File: src/rtl/comparator_serial_nbit.sv
// Bit-serial magnitude comparator: walks the captured operands MSB first, one
// bit pair per clock, and stops at the first differing bit (or after bit 0).
module comparator_serial_nbit #(
    parameter int unsigned WIDTH = 8
) (
    input  logic             clk,
    input  logic             rst_n,
    input  logic             START,
    input  logic             SIGNED,
    input  logic [WIDTH-1:0] A,
    input  logic [WIDTH-1:0] B,
    output logic             BUSY,
    output logic             DONE,
    output logic             GT,
    output logic             EQ,
    output logic             LT
);

    localparam int unsigned IDX_W = (WIDTH > 1) ? $clog2(WIDTH) : 1;
    localparam logic [IDX_W-1:0] IDX_MSB = IDX_W'(WIDTH - 1);

    typedef enum logic {
        S_IDLE,
        S_BUSY
    } state_t;

    state_t           state, state_n;
    logic [WIDTH-1:0] a_q, a_n;
    logic [WIDTH-1:0] b_q, b_n;
    logic             signed_q, signed_n;
    logic [IDX_W-1:0] idx_q, idx_n;
    logic             done_n, gt_n, eq_n, lt_n;
    logic             a_bit, b_bit;

    assign a_bit = a_q[idx_q];
    assign b_bit = b_q[idx_q];
    assign BUSY  = (state == S_BUSY);

    // State, operand, index and result registers
    always_ff @(posedge clk or negedge rst_n) begin
        if (!rst_n) begin
            state    <= S_IDLE;
            a_q      <= '0;
            b_q      <= '0;
            signed_q <= 1'b0;
            idx_q    <= '0;
            DONE     <= 1'b0;
            GT       <= 1'b0;
            EQ       <= 1'b0;
            LT       <= 1'b0;
        end else begin
            state    <= state_n;
            a_q      <= a_n;
            b_q      <= b_n;
            signed_q <= signed_n;
            idx_q    <= idx_n;
            DONE     <= done_n;
            GT       <= gt_n;
            EQ       <= eq_n;
            LT       <= lt_n;
        end
    end

    // Next-state, capture and per-bit decision logic
    always_comb begin
        state_n  = state;
        a_n      = a_q;
        b_n      = b_q;
        signed_n = signed_q;
        idx_n    = idx_q;
        done_n   = 1'b0;
        gt_n     = GT;
        eq_n     = EQ;
        lt_n     = LT;

        case (state)
            S_IDLE: begin
                if (START) begin
                    a_n      = A;
                    b_n      = B;
                    signed_n = SIGNED;
                    idx_n    = IDX_MSB;
                    state_n  = S_BUSY;
                end
            end
            S_BUSY: begin
                if (a_bit != b_bit) begin
                    // The sign bit carries negative weight, so its sense flips
                    if (signed_q && (idx_q == IDX_MSB)) begin
                        gt_n = ~a_bit;
                    end else begin
                        gt_n = a_bit;
                    end
                    lt_n    = ~gt_n;
                    eq_n    = 1'b0;
                    done_n  = 1'b1;
                    state_n = S_IDLE;
                end else if (idx_q == '0) begin
                    gt_n    = 1'b0;
                    eq_n    = 1'b1;
                    lt_n    = 1'b0;
                    done_n  = 1'b1;
                    state_n = S_IDLE;
                end else begin
                    idx_n = idx_q - 1'b1;
                end
            end
            default: state_n = S_IDLE;
        endcase
    end

endmodule

File: config.mk
export PLATFORM = sky130hd
export DESIGN_NAME = comparator_serial_nbit
export DESIGN_NICKNAME = d
export VERILOG_FILES = /design/src/rtl/comparator_serial_nbit.sv
export SDC_FILE = /design/constraint.sdc
export NUM_CORES = 1
export LEC_CHECK = 0
export ABC_AREA = 1
export BUFFER_PORTS_ARGS = -buffer_cell sky130_fd_sc_hd__buf_2
export CORE_ASPECT_RATIO = 1.4
export CORE_MARGIN = 1
export CORE_UTILIZATION = 54
export DETAILED_ROUTE_END_ITERATION = 10
export PLACE_DENSITY = 0.76
export SLEW_MARGIN = 0
export SYNTH_ARGS = -nofsm -noshare
export SYNTH_HDL_FRONTEND = slang
export SYNTH_SLANG_ARGS = --single-unit
File: constraint.sdc
create_clock -name clk -period 2.1 [get_ports clk]
set_clock_uncertainty 0.15 [all_clocks]
set_input_delay 0.42 -clock clk [delete_from_list [all_inputs] [get_ports clk]]
set_output_delay 0.42 -clock clk [all_outputs]
set_load 0.02 [all_outputs]
==> flow_metrics.env, run 1 <==
export IMPL_clock_path_buffers=2
export IMPL_drive_above_1_share_pct=24.3
export IMPL_drcViolationCount=2
export IMPL_syn_to_final_growth_pct=11.9
export IMPL_combinationalPowerShare_pct=54.3
export IMPL_place_area_sq_um=1430
export IMPL_synthCells=160
export IMPL_design_area_sq_um=1460
export IMPL_drt_pass1_iterations=7
export IMPL_cts_tree="built"
export IMPL_hp_class="input port to register"
export IMPL_worst_ep_arrival_time_ns=1.88
export IMPL_p_sw_mw=1.13
export IMPL_ys_types=18
export IMPL_syn_num_nets=183
export IMPL_cts_root_buf="clkbuf_4"
export IMPL_startpoint_type="register"
export IMPL_worstPathCellList="inv_2, nand2_1, nand3_1, nand3_1, nand2_2, nand2_1, nand3_2, nand3_1, nand2_1"
export IMPL_grt_pass1_vias=1043
export IMPL_diodes=0
export IMPL_maxSlewHeadroom_pct=64.8
export IMPL_p_int_mw=1.26
export IMPL_cap_violations=0
export IMPL_cp_max_fo=12
export IMPL_postCtsSetupBuffers=0
export IMPL_std_cell_rows=20
export IMPL_vias=1097
export IMPL_crit_path_end_kind="register"
export IMPL_drv_slew=0
export IMPL_crit_family="simple AND/OR/NAND/NOR gates"
export IMPL_cp_slowest_cell="dfrtp_1"
export IMPL_gp_congestion=0.810
export IMPL_critPathKind="register to register"
export IMPL_violations="DRC"
export IMPL_initial_core_util_pct=58.7
export IMPL_overflow=0
export IMPL_wl_mm=2.38
export IMPL_yosys_warnings=0
export IMPL_setup_viol=0
export IMPL_cts_made_buffers=3
export IMPL_core_area_sq_um=2230
export IMPL_detail_route_wl_per_cell_microns=11.5
export IMPL_tightestPinTransition_ns=0.528
export IMPL_fp_dieArea_sq_um=2620
export IMPL_fillerInstances=197
export IMPL_max_clock_freq_mhz=553
export IMPL_grt_use_total_pct=20.9
export IMPL_htree_levels=1
export IMPL_seq_area_sq_um=626
export IMPL_yosysSeqAreaShare_pct=47.8
export IMPL_switching_share_pct=47.3
export IMPL_ys_seq_elements=25
export IMPL_vdd_drop_max_mv=0.875
export IMPL_min_period_over_period_pct=86.1
export IMPL_seqPwrFrac_pct=37.0
export IMPL_multi_input_area_sq_um=571
export IMPL_cts_resized=0
export IMPL_clkTransAtPathRegs_ns=0.12
export IMPL_rsz0062_at_grt="false"
export IMPL_cts_sinks=25
export IMPL_outcome="finished, violations left"
export IMPL_finalSetupTns_ns=0
export IMPL_ant_nets=0
export IMPL_hold_violations=0
export IMPL_grt_pass1_wl_mm=4.03
export IMPL_dpl_hpwl_mm=1.81
export IMPL_nNetsFinal=209
export IMPL_avgSynthCellArea_sq_um=8.17
export IMPL_regToRegSetupSlack_ns=0.29
export IMPL_grt_max_degree=26
export IMPL_clk_latency_ns=0.32
export IMPL_p_leak_nw=0.818
export IMPL_layout_min_cycle_time_ns=1.81
export IMPL_io_buffers=24
export IMPL_grt_antenna_before_repair=0
export IMPL_clkPwrFrac_pct=8.7
export IMPL_dieWidth_microns=43.6
export IMPL_drt_iter0_drc=18
export IMPL_cp_required_ns=2.17
export IMPL_dieHeight_microns=60.2
export IMPL_io_pins=25
export IMPL_layout_commonest_cell="nand2_1"
export IMPL_cpPeakStageDelay_ns=0.58
export IMPL_viasPerCell=5.30
export IMPL_path_buf_inv=1
export IMPL_power_density_nw_per_um2=1640
export IMPL_final_cell_mix="nand2_1, dfrtp_1, buf_2"
export IMPL_synth_area_sq_um=1310
## kinds of logic (layout without fill, tap and decap cells)
kind of cell	count (synthesis)	count (layout)	share of synthesized area, %
AOI/OAI and AO/OA	15	15	5.74
DFF	25	25	47.8
muxes	5	5	4.31
buffers and inverters	25	50	8.52
adders and majority gates	3	3	2.87
and+or+nand+nor	87	87	30.7
## layout make-up
class,instances,area share (%)
tap,22,1.88
timing repair buffer,26,9.41
multi-input combinational,110,39.0
inverter,20,5.13
clock buffer,4,1.80
sequential,25,42.8
## cells in the mapped netlist (all sizes together)
master	number	share of area, %
nor2	13	3.7
ha	3	2.9
a21oi	13	5.0
buf	5	2.8
nand3	24	11
mux2	5	4.3
dfrtp	25	48
nand2	49	15
nand4	1	0.48
inv	20	5.7
o21ai	2	0.76
## power by group through the flow
stage	clock network (mW)	logic, mW	registers (mW)
after floorplan	0	1.05	0.876
after global placement	0	1.25	0.890
final	0.208	1.30	0.888
after CTS	0.220	1.30	0.886
after global routing	0.228	1.48	0.918
after detailed placement	0	1.29	0.898
## stage by stage
step / util (%) / std cells / hold WS, ns / power, mW / worst slack (ns)
5_1_grt: 65.7 / 207 / 0.176 / 2.63 / 0.126
3_5_place_dp: 64.0 / 202 / 0.278 / 2.19 / 0.339
3_3_place_gp: 64.0 / 202 / 0.272 / 2.14 / 0.405
6_report: 65.7 / 207 / 0.175 / 2.40 / 0.293
2_1_floorplan: - / 160 / -0.0256 / 1.93 / 0.644
4_1_cts: 65.7 / 207 / 0.166 / 2.40 / 0.318
## state kept, by name, summed over array words and instances, names as in the netlist
name	count
a_q	8
b_q	8
idx_q	3
BUSY	1
DONE	1
EQ	1
GT	1
LT	1
signed_q	1
## worst paths after layout
path | end | start | cells past startpoint
min in group asynchronous | a_q[3] | rst_n | 2
min reg2reg | EQ | EQ | 2
max | idx_q[0] | idx_q[0] | 9
min | a_q[5] | A[5] | 2
max in group asynchronous | idx_q[1] | rst_n | 2
max reg2reg | idx_q[0] | idx_q[0] | 9
## repair_timing
action | 4_1_cts | 5_1_grt
hold buffers | 1 | 0
hold endpoints to repair | 25 | 0
setup endpoints to repair | 0 | 0
## metal layers
layer	track usage [%]	wire (microns)
met1	22.3	1050
met2	38.4	1180
met3	3.63	79
met4	10.7	61
met5	0	0
Note: power is estimated with default switching activity, not from simulation.
==> inputs of run 2 (changes only) <==
--- a/config.mk
+++ b/config.mk
@@ -9,9 +9,9 @@
 export BUFFER_PORTS_ARGS = -buffer_cell sky130_fd_sc_hd__buf_2
 export CORE_ASPECT_RATIO = 1.4
 export CORE_MARGIN = 1
-export CORE_UTILIZATION = 54
+export CORE_UTILIZATION = 58
 export DETAILED_ROUTE_END_ITERATION = 10
-export PLACE_DENSITY = 0.76
+export PLACE_DENSITY = 0.81
 export SLEW_MARGIN = 0
 export SYNTH_ARGS = -nofsm -noshare
 export SYNTH_HDL_FRONTEND = slang
==> constraint.sdc (replaced) <==
create_clock -name clk -period 2.3 [get_ports clk]
set_clock_uncertainty 0.15 [all_clocks]
set_input_delay 0.46 -clock clk [delete_from_list [all_inputs] [get_ports clk]]
set_output_delay 0.46 -clock clk [all_outputs]
set_load 0.02 [all_outputs]
==> run 2 against run 1 <==
  * Flip-flop and latch count unchanged
  * Utilization up 1.9 points
  * Critical path type unchanged
  * Clock-buffer cell count unchanged
  * Register-to-register slack better by 0.20 ns
  * The flow now finishes without violations
  * Critical endpoint is now a_q[5]
  * Global-route usage up 2.7 points
  * Via count up 1.0%
  * Critical path depth down 6
  * Wire length up 3.5%
==> flow_metrics.env, run 2 (same netlist as run 1, synthesis figures left out) <==
export IMPL_dieWidth_microns=42.1
export IMPL_maxSlewHeadroom_pct=61.4
export IMPL_dpl_hpwl_mm=1.85
export IMPL_cap_violations=0
export IMPL_cts_root_buf="clkbuf_4"
export IMPL_cp_slowest_cell="dfrtp_1"
export IMPL_vdd_drop_max_mv=0.797
export IMPL_worst_ep_arrival_time_ns=1.87
export IMPL_core_area_sq_um=2150
export IMPL_cp_required_ns=2.36
export IMPL_grt_pass1_wl_mm=4.47
export IMPL_final_cell_mix="nand2_1, dfrtp_1, buf_2"
export IMPL_setup_viol=0
export IMPL_wl_mm=2.46
export IMPL_syn_to_final_growth_pct=11.3
export IMPL_hold_violations=0
export IMPL_drt_pass1_iterations=6
export IMPL_cts_sinks=25
export IMPL_startpoint_type="register"
export IMPL_layout_min_cycle_time_ns=1.81
export IMPL_rsz0062_at_grt="false"
export IMPL_reg_top3="a_q (8), b_q (8), idx_q (3)"
export IMPL_timing_hold_ws_ns=0.217
export IMPL_io_pins=25
export IMPL_overflow=0
export IMPL_initial_core_util_pct=60.8
export IMPL_ant_nets=0
export IMPL_min_period_over_period_pct=78.5
export IMPL_fin_ws_ns=0.494
export IMPL_clock_path_buffers=2
export IMPL_grt_pass1_vias=1123
export IMPL_gp_congestion=0.853
export IMPL_drt_iter0_drc=34
export IMPL_final_util_pct=67.6
export IMPL_drv_slew=0
export IMPL_drive_above_1_share_pct=23.9
export IMPL_design_area_sq_um=1460
export IMPL_postCtsSetupBuffers=0
export IMPL_fp_dieArea_sq_um=2450
export IMPL_max_clock_freq_mhz=554
export IMPL_io_buffers=24
export IMPL_post_place_ws_ns=0.516
export IMPL_nNetsFinal=208
export IMPL_drcViolationCount=0
export IMPL_power_density_nw_per_um2=1510
export IMPL_outcome="complete, no violations"
export IMPL_diodes=0
export IMPL_place_area_sq_um=1420
export IMPL_cts_made_buffers=3
export IMPL_grt_max_degree=35
export IMPL_cp_max_fo=34
export IMPL_critPathKind="register to register"
export IMPL_hp_class="input port to register"
export IMPL_cts_resized=0
export IMPL_dieHeight_microns=58.2
export IMPL_power_mw=2.19
export IMPL_clkTransAtPathRegs_ns=0.12
export IMPL_worstPathCellList="inv_1, nand2_2, mux2_2"
export IMPL_dpl_cell_count=201
export IMPL_std_cell_rows=20
export IMPL_viasPerCell=5.38
export IMPL_cpPeakStageDelay_ns=0.53
export IMPL_detail_route_wl_per_cell_microns=11.9
export IMPL_grt_use_total_pct=23.6
export IMPL_clk_latency_ns=0.32
export IMPL_instances_no_fill=206
export IMPL_grt_antenna_before_repair=0
export IMPL_p_leak_nw=0.814
export IMPL_tightestPinTransition_ns=0.577
export IMPL_htree_levels=1
export IMPL_finalSetupTns_ns=0
export IMPL_layout_commonest_cell="nand2_1"
export IMPL_postCtsHoldBufs=1
export IMPL_vias=1108
export IMPL_cts_tree="built"
export IMPL_crit_path_end_kind="register"
run 2: cell types whose count changed in the layout (fill, tap and decap cells not counted):
cell   before  now
buf_4       1    0
run 2: final timing paths:
check / startpoint / endpoint / slack, ns / cells past startpoint
setup / recovery: BUSY / a_q[5] / 0.49 / 3
hold / removal: A[6] / a_q[6] / 0.22 / 2
setup reg to reg: BUSY / a_q[5] / 0.49 / 3
hold reg to reg: EQ / EQ / 0.34 / 2
max in group asynchronous: rst_n / signed_q / 1.16 / 2
min in group asynchronous: rst_n / a_q[1] / 0.48 / 2
run 2: per-layer routing:
metal	track usage, %	share of wire [%]	up-vias
li1	-	-	558
met1	26.2	40	506
met4	10.7	1.8	0
met5	0	0	-
met3	1.87	3.7	9
met2	45.1	54	35
run 2: cell type report:
| cell class | instances | area, sq um |
|---|---|---|
| well taps | 22 | 27.5 |
| multi-input cells | 110 | 571 |
| clock buffers | 4 | 26.3 |
| inverters | 20 | 75.1 |
| repair buffers | 25 | 130 |
| fillers | 186 | 697 |
| flip-flops and latches | 25 | 626 |
run 2: power breakdown:
part           internal, mW  leakage (nW)  switching, mW
clock network        0.0679        0.0150          0.124
logic                 0.429         0.512          0.756
registers             0.653         0.286          0.160
total                  1.15         0.814           1.04
run 2: worst max-delay path, delay by kind of cell, from the launching register on:
family	cells	cell delay, ns
buf+inv	1	0.15
flops	1	0.53
mux	1	0.41
simple gates	1	0.46
